$ cat config.mk
export PLATFORM = sky130hd
export DESIGN_NAME = hex_counter
export DESIGN_NICKNAME = d
export VERILOG_FILES = /design/src/rtl/hex_counter.sv
export SDC_FILE = /design/constraint.sdc
export NUM_CORES = 1
export LEC_CHECK = 0
export BUFFER_PORTS_ARGS = -buffer_cell sky130_fd_sc_hd__buf_2
export CAP_MARGIN = 0
export CELL_PAD_IN_SITES_DETAIL_PLACEMENT = 0
export CELL_PAD_IN_SITES_GLOBAL_PLACEMENT = 1
export CORE_MARGIN = 1.5
export CORE_UTILIZATION = 40
export CTS_CLUSTER_SIZE = 10
export DETAILED_ROUTE_END_ITERATION = 7
export PLACE_DENSITY = 0.85
export SYNTH_ARGS = -nofsm -noshare
export SYNTH_HDL_FRONTEND = slang
export SYNTH_SLANG_ARGS = --single-unit
$ cat constraint.sdc
create_clock -name clock -period 2.3 [get_ports clock]
set_input_delay 0.46 -clock clock [delete_from_list [all_inputs] [get_ports clock]]
set_output_delay 0.46 -clock clock [all_outputs]
set_load 0.005 [all_outputs]
$ cat src/rtl/hex_counter.sv
// hex_counter: free-running hex digit (0..F) advanced by a programmable
// tick divider. A down-counter rd counts enabled cycles; when it reaches
// zero the digit increments and rd reloads with (period - 1).
//
// Ports
//   clock     sole clock, rising edge
//   resetn    synchronous active-low reset
//   enable    1 = divider and digit advance, 0 = hold
//   speed     tick period: 00 = 1, 01 = CLK_HZ, 10 = 2*CLK_HZ, 11 = 4*CLK_HZ cycles
//   load      synchronous parallel load of the digit
//   load_val  digit value taken on load
//   q         current hex digit (direct register output)
//   tick      one-cycle pulse, high in the cycle q increments
module hex_counter #(
  parameter int CLK_HZ = 50000000
) (
  input  logic       clock,
  input  logic       resetn,
  input  logic       enable,
  input  logic [1:0] speed,
  input  logic       load,
  input  logic [3:0] load_val,
  output logic [3:0] q,
  output logic       tick
);

  localparam int RD_W = (4 * CLK_HZ > 1) ? $clog2(4 * CLK_HZ) : 1;

  localparam logic [RD_W-1:0] RELOAD_1X = RD_W'(CLK_HZ - 1);
  localparam logic [RD_W-1:0] RELOAD_2X = RD_W'(2 * CLK_HZ - 1);
  localparam logic [RD_W-1:0] RELOAD_4X = RD_W'(4 * CLK_HZ - 1);

  logic [3:0]      count_q, count_d;
  logic [RD_W-1:0] rd_q, rd_d;
  logic [1:0]      speed_q, speed_d;
  logic            speed_change;
  logic            tick_w;

  function automatic logic [RD_W-1:0] reload_for(input logic [1:0] s);
    logic [RD_W-1:0] r;
    case (s)
      2'b00:   r = '0;
      2'b01:   r = RELOAD_1X;
      2'b10:   r = RELOAD_2X;
      default: r = RELOAD_4X;
    endcase
    return r;
  endfunction

  // A speed change restarts the divider on the new period, so the first
  // cycle at the new speed must not tick even if rd happens to be zero.
  assign speed_change = (speed != speed_q);
  assign tick_w       = enable & resetn & ~load & ~speed_change & (rd_q == '0);

  always_comb begin
    speed_d = speed;
    count_d = count_q;
    rd_d    = rd_q;
    if (load) begin
      count_d = load_val;
      rd_d    = reload_for(speed);
    end else if (speed_change) begin
      rd_d    = reload_for(speed);
    end else if (tick_w) begin
      count_d = count_q + 4'd1;
      rd_d    = reload_for(speed_q);
    end else if (enable) begin
      rd_d    = rd_q - RD_W'(1);
    end
  end

  // Reset clears rd to zero (not to a reload value) so the first enabled
  // cycle after release ticks immediately.
  always_ff @(posedge clock) begin
    if (!resetn) begin
      count_q <= 4'd0;
      rd_q    <= '0;
      speed_q <= speed;
    end else begin
      count_q <= count_d;
      rd_q    <= rd_d;
      speed_q <= speed_d;
    end
  end

  assign q    = count_q;
  assign tick = tick_w;

endmodule

==> out/metrics.cfg <==
[die]
row_count=29
die_area_mm2=0.006963
core-area_mm2=0.006314
pin_count=15
dieWidth_um=83.45
die_h_um=83.45
start_util_pct=41.00

[clocking]
clk-insertion-delay-late_ps=310
cts_root_buffer=clkbuf_8
cts_buffer_depth=2
htreeDepth=2
cts_tree=done
clk_pin_slew_ps=70
cts_buffers=5
clock-sinks=34

[routing]
drt_iter0_markers=355
drc=0
firstDrtPassIters=6
vias_per_cell=6.435
ant_nets=0
post_drt_wl_per_cell_um=19.51
vias=3005
routed_wirelength_mm=9.113

[sta]
slew-limit-headroom_pct=61.74
fin_skew_ps=13.45
period_share_pct=105.1
clock.fmax_mhz=413.8
final.setup.worst_slack_ps=-116.9
min_period_ps=2417
rsz0062_at_grt=true
slew_viol_final=0
worst_pin_slew_ps=573.9
hold_violations=0
finalSetupViolCount=7
finalSetupTns_ps=-404.2

[global_route]
grt_max_degree=23
grt_pass1_vias=2877
antenna_found_initial=0
use_met2_pct=41.54
gr-total-overflow=0
grt_first_pass_wirelength_mm=14.39
grt_usage_pct=25.88
top_usage_layer=met2
grtUsageMet3_pct=5.368
met1_usage_pct=33.25

[layout]
final_cell_mix=buf_4 (66), dfxtp_1 (26), nor2_1 (25)
areaGrowthSynthToFinish_pct=35.81
finalNetCount=412
layout_commonest_cell=buf_4
fin_util_pct=55.69
drive_above_1_share_pct=38.46
diodes=0

[synth]
synthArstFlopShare_pct=0
synth_area_leader_cell=dfxtp_1
synth.distinct_cells=66
synth-edff-count=0
ys.flop_type=dfxtp_1
yosys_register_bits=34
synth_warnings=0
yosysTopAreaCellShare_pct=26.29
ys_seq_area_share_pct=26.29
synth_area_leaders=dfxtp_1 (26%), ha_1 (5.3%), nor2_1 (3.8%)
synth_fp_nets=336
synth_cells=315
synth_area_mm2=0.002589
syn_area_per_cell_um2=8.218

[hold_path]
hold_path_end=speed_q[1]
hp-class=in -> reg
hold_depth=1
worstHoldStart=speed[1]

[critical_path]
timing.rr.start=rd_q[24]
r2r_end=rd_q[13]
critPathRequiredTime_ps=2500
cp_max_fo=3
end_kind=register
critPathKind=reg -> reg
crit_start=rd_q[24]
start_kind=register
critPathArrivalTime_ps=2610
r2r_cells=6
rrSetupSlack_ps=-120

[power]
irDropWorstVdd_mv=0.3040
power.leakage_nw=1.409
power.density_mw_per_mm2=534.6

[placement]
dp_hpwl_mm=6.508
place.gp.congestion=1.016
port-buffer-count=14

[run_status]
status=complete, but fails checks
violations=setup timing

[job]
drv_cap=0

-- cells by family (layout without fill, tap and decap cells) --
family,after synthesis,after routing,share of synthesized area (%)
and+or+nand+nor,130,130,31.22
AOI/OAI and AO/OA,92,92,25.62
DFF,34,34,26.29
buffers and inverters,32,107,5.945
xor gates and xnor gates,14,14,4.737
adders and majority gates,11,11,5.317
muxes,2,2,0.8699
-- power breakdown --
| part | switching, mW | total (mW) | internal [mW] |
|---|---|---|---|
| Combinational | 0.389 | 0.707 | 0.318 |
| Sequential | 0.0509 | 0.703 | 0.652 |
| Clock | 0.239 | 0.470 | 0.231 |
-- registers in the layout, summed over array words and instances (netlist names) --
signal,count
q,4
rd_q,28
speed_q,2
-- layer usage --
layer / wire length (um) / share of wire [%]
met5: 0 / 0
met4: 383 / 4.2
met3: 720 / 7.9
met2: 4166 / 46
met1: 3842 / 42
-- worst max path at each step --
stage,endpoint,slack [ps],cells after the start
after floorplan,rd_q[13],-5,5
after global placement,rd_q[7],-140,7
after detailed placement,rd_q[7],-140,7
after CTS,tick,-50,6
after global routing,tick,-180,7
final,rd_q[13],-120,6
-- worst max-delay path: stages (launching register included) --
cell and delay [ps]:
dfxtp_2 320, or4_4 550, buf_6 140, or4b_4 530
nor3_4 230, mux2_4 340, a31o_4 210
-- area by class of cell --
class / count / area (um^2)
fillers: 564 / 2798
multi-input cells: 249 / 1933
flip-flops and latches: 34 / 690.7
repair buffers: 88 / 664.4
well taps: 77 / 96.34
clock buffers: 6 / 82.58
inverters: 13 / 48.80
-- Yosys cell counts (all sizes together), types with 6 or more instances --
library cell / number
nand2: 13
xor2: 6
nand3: 10
nand4: 8
or4: 9
a21oi: 9
buf: 7
inv: 13
or3: 8
dfxtp: 34
o22ai: 8
a211oi: 10
o21ai: 17
ha: 11
xnor2: 8
nor3: 18
nor2: 26
o31ai: 9
nor4: 15
clkbuf: 12
-- repair_timing --
item / CTS / global route
cloned: 0 / 1
buffers inserted: 10 / 3
endpoints found under the setup margin: 11 / 22
resized for setup: 13 / 31
pin swaps: 10 / 12
hold buffers: 0 / 0
-- metrics by stage --
step / power, mW / instances / instance area, um^2 / setup WS [ps] / hold slack, ps
6_report: 1.880 / 467 / 3516 / -116.9 / 351.7
5_1_grt: 1.963 / 467 / 3516 / -176.8 / 354.9
2_1_floorplan: 1.076 / 315 / 2597 / -4.563 / 465.0
3_5_place_dp: 1.339 / 447 / 3134 / -144.8 / 493.5
4_1_cts: 1.819 / 463 / 3352 / -48.24 / 353.1
3_3_place_gp: 1.329 / 447 / 3134 / -144.2 / 471.6
(Power assumes the default switching activity.)
